File: src/rtl/operand_stage.sv
// -----------------------------------------------------------------------------
// operand_stage
//   Decode / operand-fetch stage. Holds a 32 x 32-bit register file and turns
//   one instruction word per cycle into registered ALU operands, an operation
//   select and execute-stage control.
//
//   Ports
//     clk          rising-edge clock
//     rst_n        synchronous active-low reset (clears register file and outputs)
//     instr        instruction word from fetch
//     instr_valid  instr is meaningful this cycle
//     stall        hold the output register (register-file writes still happen)
//     wb_en        register-file write enable
//     wb_addr      register-file write address
//     wb_data      register-file write data
//     op1, op2     ALU operands
//     sft_amt      shift amount
//     con          ALU operation (ADD=0 SUB=1 AND=2 OR=3 SLL=4 SRL=5 SLT=6)
//     dest         destination register
//     dest_we      destination write enable (legal instruction, dest != 0)
//     ex_valid     a legal instruction is presented to execute
//     illegal      the captured instruction was not decodable
//
//   Configuration
//     REGFILE_BYPASS_EN  when defined, a same-cycle write to a nonzero source
//                        register is forwarded to the read port.
// -----------------------------------------------------------------------------
module operand_stage (
   input  logic        clk,
   input  logic        rst_n,
   input  logic [31:0] instr,
   input  logic        instr_valid,
   input  logic        stall,
   input  logic        wb_en,
   input  logic [4:0]  wb_addr,
   input  logic [31:0] wb_data,
   output logic [31:0] op1,
   output logic [31:0] op2,
   output logic [4:0]  sft_amt,
   output logic [2:0]  con,
   output logic [4:0]  dest,
   output logic        dest_we,
   output logic        ex_valid,
   output logic        illegal
);

   localparam logic [2:0] CON_ADD = 3'd0;
   localparam logic [2:0] CON_SUB = 3'd1;
   localparam logic [2:0] CON_AND = 3'd2;
   localparam logic [2:0] CON_OR  = 3'd3;
   localparam logic [2:0] CON_SLL = 3'd4;
   localparam logic [2:0] CON_SRL = 3'd5;
   localparam logic [2:0] CON_SLT = 3'd6;

   localparam logic [5:0] OPC_RTYPE = 6'h00;
   localparam logic [5:0] OPC_ADDI  = 6'h08;
   localparam logic [5:0] OPC_ANDI  = 6'h0C;
   localparam logic [5:0] OPC_ORI   = 6'h0D;

   localparam logic [5:0] FN_SLL = 6'h00;
   localparam logic [5:0] FN_SRL = 6'h02;
   localparam logic [5:0] FN_ADD = 6'h20;
   localparam logic [5:0] FN_SUB = 6'h22;
   localparam logic [5:0] FN_AND = 6'h24;
   localparam logic [5:0] FN_OR  = 6'h25;
   localparam logic [5:0] FN_SLT = 6'h2A;

   logic [31:0] regs_r [32];

   logic [5:0]  opcode_s;
   logic [4:0]  rs_s;
   logic [4:0]  rt_s;
   logic [4:0]  rd_s;
   logic [4:0]  shamt_s;
   logic [5:0]  funct_s;
   logic [31:0] rs_val_s;
   logic [31:0] rt_val_s;

   logic        legal_s;
   logic [31:0] dec_op1_s;
   logic [31:0] dec_op2_s;
   logic [4:0]  dec_sft_s;
   logic [2:0]  dec_con_s;
   logic [4:0]  dec_dest_s;

   assign opcode_s = instr[31:26];
   assign rs_s     = instr[25:21];
   assign rt_s     = instr[20:16];
   assign rd_s     = instr[15:11];
   assign shamt_s  = instr[10:6];
   assign funct_s  = instr[5:0];

   // Register file: reset clears everything; writes to r0 are dropped.
   always_ff @(posedge clk) begin
      if (!rst_n) begin
         for (int i = 0; i < 32; i++) begin
            regs_r[i] <= 32'd0;
         end
      end else if (wb_en && (wb_addr != 5'd0)) begin
         regs_r[wb_addr] <= wb_data;
      end
   end

   // Source operand read ports, r0 hardwired to zero, optional write-through.
   always_comb begin
      rs_val_s = 32'd0;
      rt_val_s = 32'd0;
      if (rs_s != 5'd0) begin
         rs_val_s = regs_r[rs_s];
      end else begin
         rs_val_s = 32'd0;
      end
      if (rt_s != 5'd0) begin
         rt_val_s = regs_r[rt_s];
      end else begin
         rt_val_s = 32'd0;
      end
`ifdef REGFILE_BYPASS_EN
      if (wb_en && (wb_addr == rs_s) && (rs_s != 5'd0)) begin
         rs_val_s = wb_data;
      end else begin
         rs_val_s = rs_val_s;
      end
      if (wb_en && (wb_addr == rt_s) && (rt_s != 5'd0)) begin
         rt_val_s = wb_data;
      end else begin
         rt_val_s = rt_val_s;
      end
`endif
   end

   // Instruction decode into operands and operation select.
   always_comb begin
      legal_s    = 1'b0;
      dec_op1_s  = 32'd0;
      dec_op2_s  = 32'd0;
      dec_sft_s  = 5'd0;
      dec_con_s  = CON_ADD;
      dec_dest_s = 5'd0;
      case (opcode_s)
         OPC_RTYPE: begin
            case (funct_s)
               FN_ADD, FN_SUB, FN_AND, FN_OR, FN_SLT: begin
                  legal_s    = 1'b1;
                  dec_op1_s  = rs_val_s;
                  dec_op2_s  = rt_val_s;
                  dec_dest_s = rd_s;
                  case (funct_s)
                     FN_SUB:  dec_con_s = CON_SUB;
                     FN_AND:  dec_con_s = CON_AND;
                     FN_OR:   dec_con_s = CON_OR;
                     FN_SLT:  dec_con_s = CON_SLT;
                     default: dec_con_s = CON_ADD;
                  endcase
               end
               FN_SLL, FN_SRL: begin
                  legal_s    = 1'b1;
                  dec_op2_s  = rt_val_s;
                  dec_sft_s  = shamt_s;
                  dec_dest_s = rd_s;
                  dec_con_s  = (funct_s == FN_SLL) ? CON_SLL : CON_SRL;
               end
               default: begin
                  legal_s = 1'b0;
               end
            endcase
         end
         OPC_ADDI: begin
            legal_s    = 1'b1;
            dec_op1_s  = rs_val_s;
            dec_op2_s  = {{16{instr[15]}}, instr[15:0]};
            dec_con_s  = CON_ADD;
            dec_dest_s = rt_s;
         end
         OPC_ANDI, OPC_ORI: begin
            legal_s    = 1'b1;
            dec_op1_s  = rs_val_s;
            dec_op2_s  = {16'd0, instr[15:0]};
            dec_con_s  = (opcode_s == OPC_ANDI) ? CON_AND : CON_OR;
            dec_dest_s = rt_s;
         end
         default: begin
            legal_s = 1'b0;
         end
      endcase
   end

   // Output register: reset clears, stall holds, otherwise load instr/bubble/illegal.
   always_ff @(posedge clk) begin
      if (!rst_n) begin
         op1      <= 32'd0;
         op2      <= 32'd0;
         sft_amt  <= 5'd0;
         con      <= 3'd0;
         dest     <= 5'd0;
         dest_we  <= 1'b0;
         ex_valid <= 1'b0;
         illegal  <= 1'b0;
      end else if (!stall) begin
         if (instr_valid && legal_s) begin
            op1      <= dec_op1_s;
            op2      <= dec_op2_s;
            sft_amt  <= dec_sft_s;
            con      <= dec_con_s;
            dest     <= dec_dest_s;
            dest_we  <= (dec_dest_s != 5'd0);
            ex_valid <= 1'b1;
            illegal  <= 1'b0;
         end else begin
            // Bubble and illegal both zero the datapath; only illegal flags.
            op1      <= 32'd0;
            op2      <= 32'd0;
            sft_amt  <= 5'd0;
            con      <= 3'd0;
            dest     <= 5'd0;
            dest_we  <= 1'b0;
            ex_valid <= 1'b0;
            illegal  <= instr_valid;
         end
      end
   end

endmodule

File: config.mk
export PLATFORM = sky130hd
export DESIGN_NAME = operand_stage
export DESIGN_NICKNAME = d
export VERILOG_FILES = /design/src/rtl/operand_stage.sv
export SDC_FILE = /design/constraint.sdc
export NUM_CORES = 2
export LEC_CHECK = 0
export ABC_CLOCK_PERIOD_IN_PS = 10800
export CORE_MARGIN = 8
export CORE_UTILIZATION = 47
export DETAILED_ROUTE_END_ITERATION = 8
export PLACE_DENSITY = 0.61
export SETUP_SLACK_MARGIN = 0.3
export SLEW_MARGIN = 20
export SYNTH_ARGS = -nofsm -noshare
export SYNTH_HDL_FRONTEND = slang
export SYNTH_SLANG_ARGS = --single-unit
export TNS_END_PERCENT = 50
File: constraint.sdc
create_clock -name clk -period 10.8 [get_ports clk]
set_input_delay 2.16 -clock clk [delete_from_list [all_inputs] [get_ports clk]]
set_output_delay 2.16 -clock clk [all_outputs]
set_load 0.1 [all_outputs]
# ---- After elaboration in Yosys (flattened, before gate mapping)
# Memory sizes are Yosys's and may differ from the RTL's.
# Cells that the tools add are included.
dict set report word_totals {
  register_bits 80
  mem_bits_rw 1024
  inputBits 74
  output_inout_bits 80
  wordCells 64
  n_memories 1
}
# name depth word_bits rd rd_clocked_by_memory_dff write_ports line_no
set mem_list {}
lappend mem_list {regs_r 32 32 2 0 32 68} ;# logic [31:0] regs_r [32];
dict set report op_classes {
  eq_ne 9
  muxes 32
  n_reduce_logical 14
}
# cell count
set ops {}
lappend ops {{two-way mux 32 bit} 7}
lappend ops {{case mux 32 bit (3 select lines)} 1}
lappend ops {{case mux 32 bit (2 select lines)} 1}
lappend ops {{OR reduction 32 bit} 1}
lappend ops {{equality test 6 bit, second input constant} 5}
lappend ops {{two-way mux 5 bit} 6}
lappend ops {{nonzero test 5 bit} 4}
lappend ops {{equality test 6 x 4 -> 1 bit, second input constant} 3}
lappend ops {{logical NOT 6 bit} 2}
lappend ops {{case mux 3 bit (2 select lines)} 2}
lappend ops {{case mux 3 bit (4 select lines)} 1}
lappend ops {{two-way mux 1 bit} 11}
lappend ops {{case mux 5 bit (2 select lines)} 1}
lappend ops {{OR reduction 7 bit} 1}
lappend ops {{equality test 6 x 2 -> 1 bit, second input constant} 1}
lappend ops {{OR reduction 5 bit} 1}
lappend ops {{OR reduction 2 bit} 2}
lappend ops {{two-way mux 3 bit} 1}
lappend ops {{OR reduction 3 bit} 1}
lappend ops {{logical AND 1 bit} 2}
lappend ops {{case mux 1 bit (2 select lines)} 1}

# ---- Longest topological paths before layout
dict set report depth {
  depth_word 7
  depth_mapped 10
  ltp_nobuf 5
}

# ---- Worst setup path after synthesis
# OpenSTA, ideal clock, no wires.
dict set report synth_path {
  path_type {input -> register}
  from {input port rst_n}
  to {memory regs_r[15][0] (enable)}
  setup_time_ns 0.466
  arrival_ns 5.198
  t_required_ns 10.334
  slack_ns 5.136
  stages 4
  path_buffers 2
  cell_sequence {clkbuf_1 > nand4_1 > clkbuf_1 > o21ai_0}
}
# element line_no
set synth_lines {}
lappend synth_lines {{start, declared} 30} ;# input logic rst_n,
lappend synth_lines {{end, declared} 68}

# ---- Worst setup path after layout
dict set report layout_path {
  from {input port instr[29]}
  to {register op2[6]}
}
dict set report layout_between {
  elab_chain_cells 5
  elab_cells_between_ends 10
  classes_between {eq/ne: 3; mux: 3; reduce/logical: 4}
}
# element line_no
set layout_rtl {}
lappend layout_rtl {{start, declared} 31} ;# input logic [31:0] instr,
lappend layout_rtl {{equality test 6 x 4 -> 1 bit} 140} ;# case (opcode_s)
lappend layout_rtl {{OR reduction 3 bit (no source line)} n/a}
lappend layout_rtl {{case mux 1 bit (2 select lines)} 140}
lappend layout_rtl {{logical AND 1 bit} 200} ;# if (instr_valid && legal_s) begin
lappend layout_rtl {{two-way mux 32 bit *} 200}
lappend layout_rtl {{end signal, assigned} 202} ;# op2 <= dec_op2_s;
lappend layout_rtl {{end, declared} 38} ;# output logic [31:0] op2,
# Every way passes the cells marked *; elsewhere a longest branch is shown, timed or not.
# A chain may end at the register's enable or synchronous reset.

==> reports/metrics.csv <==
stage,metric,value,unit
setup_path,startpoint_type,input port,
power_and_ir_drop,power.density,158,nW/um^2
sta,max_slew_margin,17.4,%
synthesis,synth_top_family_by_area,multiplexers,
global_routing,grt_pass1_vias,37771,
routing,routed_via_density,6.57,
clock_tree,cts_made_buffers,118,
sta,min_period,5.07,ns
routing,wl_per_cell,34.9,um
synthesis,synth-adder-area-share,0,%
sta,setup_viol,0,
sta,fin_crit_sh,47.0,%
routing,drt_iter0_drc,4956,
global_routing,grt_pass1_wl,283000,um
synthesis,yosysUniqueCellTypes,56,
layout,final_cells,5783,
clock_tree,cts.path.max_buffers,3,
synthesis,synth_area_per_cell,14.3,um^2
sta,skew,0.0286,ns
placement,hpwl,118000,um
routing,drt-total-wl,202000,um
routing,ant_nets,0,
synthesis,muxShareOfSynthArea,21.7,%
clock_tree,numClockSinks,1104,
global_routing,antenna_found_initial,10,
floorplan,initial_core_util,47.3,%
clock_tree,cts_setup_buffers,0,
synthesis,ys_ff_latch,1104,
layout,post_route_cells_drive_above_1_share,21.4,%
synthesis,synth_area,57700,um^2
synthesis,yosys_warnings,0,
synthesis,async_flop_share,0,%
setup_path,slowest_stage,and3_2,
setup_path,crit_fanout,35,
sta,timing.fmax,0.197,GHz
floorplan,ios,154,
routing,firstDrtPassIters,6,
layout,seq_area,32400,um^2
sta,worstMarginPinSlew,1.24,ns
synthesis,synth.largest_area_cell,edfxtp_1,
clock_tree,cts_root_buffer,clkbuf_16,
global_routing,track_usage,29.2,%
global_routing,grt_max_degree,110,
setup_path,crit_arrival,5.69,ns
placement,portBuffers,153,
synthesis,yosysMostFrequentCell,edfxtp_1,
sta,rsz0062_at_grt,false,
worst_hold_path,hold_class,register to register,
clock_tree,htreeDepth,3,
sta,slew_violations,0,
clock_tree,cts_tree,done,
routing,drc,0,
clock_tree,clk_pin_slew,0.06,ns
placement,preCtsSetupSlack,5.25,ns
floorplan,die_y,366,um
setup_path,cp-end-kind,register,
floorplan,core_area,122000,um^2
layout,syn2layout_area_growth,12.8,%
job,maxCapViolCount,0,
synthesis,netlist_instances,4044,
setup_path,worstSetupPathType,input port to register,
setup_path,critPathTopFamily,simple AND/OR/NAND/NOR gates,
setup_path,worst-path-buf-inv,1,
setup_path,required,11.42,ns
placement,dp.cells,5548,
floorplan,die_x,366,um
layout,multiInputGateArea,24200,um^2
synthesis,synth_compound_gate_area_share,5.07,%
clock_tree,cts_resized,0,
setup_path,crit_chain,"clkdlybuf4s50_1, or4_4, nor2_2, and3_2, nand4_1, a221oi_1",
setup_path,max_stage_delay,0.90,ns
synthesis,synth-xor-area-share,0,%
layout,post-route-cell-area,65100,um^2
outcome,status,finished clean,
sta,hold_viol,0,
synthesis,yosysTopAreaCellShare,53.3,%
floorplan,die_area,134000,um^2
power_and_ir_drop,vdd.ir_drop.worst,0.147,mV
global_routing,grt_overflow,0,
sta,holdWs,0.479,ns
routing,vias,37969,
clock_tree,clk-insertion-delay-late,0.74,ns
sta,setup_tns,0,ns
layout,final_nets,4118,
floorplan,placementRows,128,
synthesis,synth_common_cells,"edfxtp_1 (1,024), and2_1 (997), mux4_2 (431), clkbuf_1 (313), mux2i_1 (219)",
synthesis,yosys.area_share.simple,14.0,%
layout,num-fill-cells,9903,
synthesis,synth_edf_count,1024,
synthesis,ys.flop_type,edfxtp_1,
placement,place_congestion,0.885,
synthesis,synthTopCellsByArea,"edfxtp_1 (53%), mux4_2 (17%), and2_1 (11%)",
power_and_ir_drop,power_leakage,22.2,nW
power_and_ir_drop,p_total,10.3,mW
synthesis,ys_seq_area_share,56.1,%
layout,final_core_util,53.4,%
placement,placed_area,61100,um^2
sta,fin_ws,5.73,ns
clock_tree,cts_hold_buf,0,
state kept, by name (all words and copies together) (netlist names):
signal,cells
con,3
dest,5
dest_we,1
ex_valid,1
illegal,1
op1,32
op2,32
regs_r,1024
sft_amt,5
worst paths after layout:
check,startpoint,end,slack [ns],depth (start not counted)
max reg2reg,regs_r[22][15],op1[15],8.70,5
min reg2reg,dest_we,dest_we,0.48,2
min,dest_we,dest_we,0.48,2
max,instr[29],op2[6],5.73,6
cells in the final DEF (no fill, tap or decap), types with 16 or more instances in the layout:
master | Yosys | final
a32o_1 | 33 | 33
buf_4 | 21 | 118
clkbuf_16 | 0 | 119
clkinv_1 | 1 | 21
o21ai_0 | 85 | 54
and2_1 | 997 | 995
nor2_1 | 58 | 25
o22ai_1 | 30 | 30
mux2i_1 | 219 | 219
o21ai_4 | 0 | 31
conb_1 | 1 | 32
nand3_1 | 64 | 64
clkinv_2 | 0 | 26
a32oi_1 | 32 | 32
clkbuf_1 | 313 | 27
dfxtp_1 | 80 | 80
mux2_2 | 54 | 54
a21oi_1 | 62 | 62
nand2_1 | 194 | 193
mux4_2 | 431 | 431
nor2_2 | 1 | 16
edfxtp_1 | 1024 | 1024
a221oi_1 | 80 | 80
nor2_4 | 0 | 18
clkdlybuf4s50_1 | 0 | 134
o221ai_1 | 24 | 24
nand4_1 | 33 | 33
logic make-up (layout without fill, tap and decap cells):
group / count (synthesis) / in the layout
flip-flops: 1104 / 1104
multiplexers: 704 / 704
other: 1 / 40
AND/OR/NAND/NOR: 1399 / 1399
buffers and inverters: 431 / 506
AO/OA/AOI/OAI: 405 / 405
cell type report:
cell class | instances | area share, %
sequential | 1104 | 49.7
multi-input combinational | 2540 | 37.1
clock buffer | 157 | 4.96
timing repair buffer | 276 | 3.89
tap | 1625 | 3.12
clock inverter | 69 | 1.10
inverter | 4 | 0.0384
antenna | 8 | 0.0308
routing by layer:
metal	track usage (%)	wire, um	share of wire [%]	up-vias
met1	39.6	78500	39	19680
met4	12.4	9470	4.7	0
met2	45.1	92100	46	2393
li1	-	-	-	15499
met5	0	0	0	-
met3	7.06	21800	11	397
power by group:
| part | total [mW] | internal, mW | leakage (nW) | switching [mW] |
|---|---|---|---|---|
| Combinational | 1.13 | 0.445 | 9.86 | 0.684 |
| Sequential | 5.00 | 4.89 | 10.4 | 0.109 |
| Clock | 4.16 | 2.41 | 1.94 | 1.75 |
worst min-delay path: stages (launching register included):
cell     delay, ns
dfxtp_1       0.31
nand2_1       0.06
a21oi_1       0.05
No activity file was read; power rests on OpenSTA's default activity.
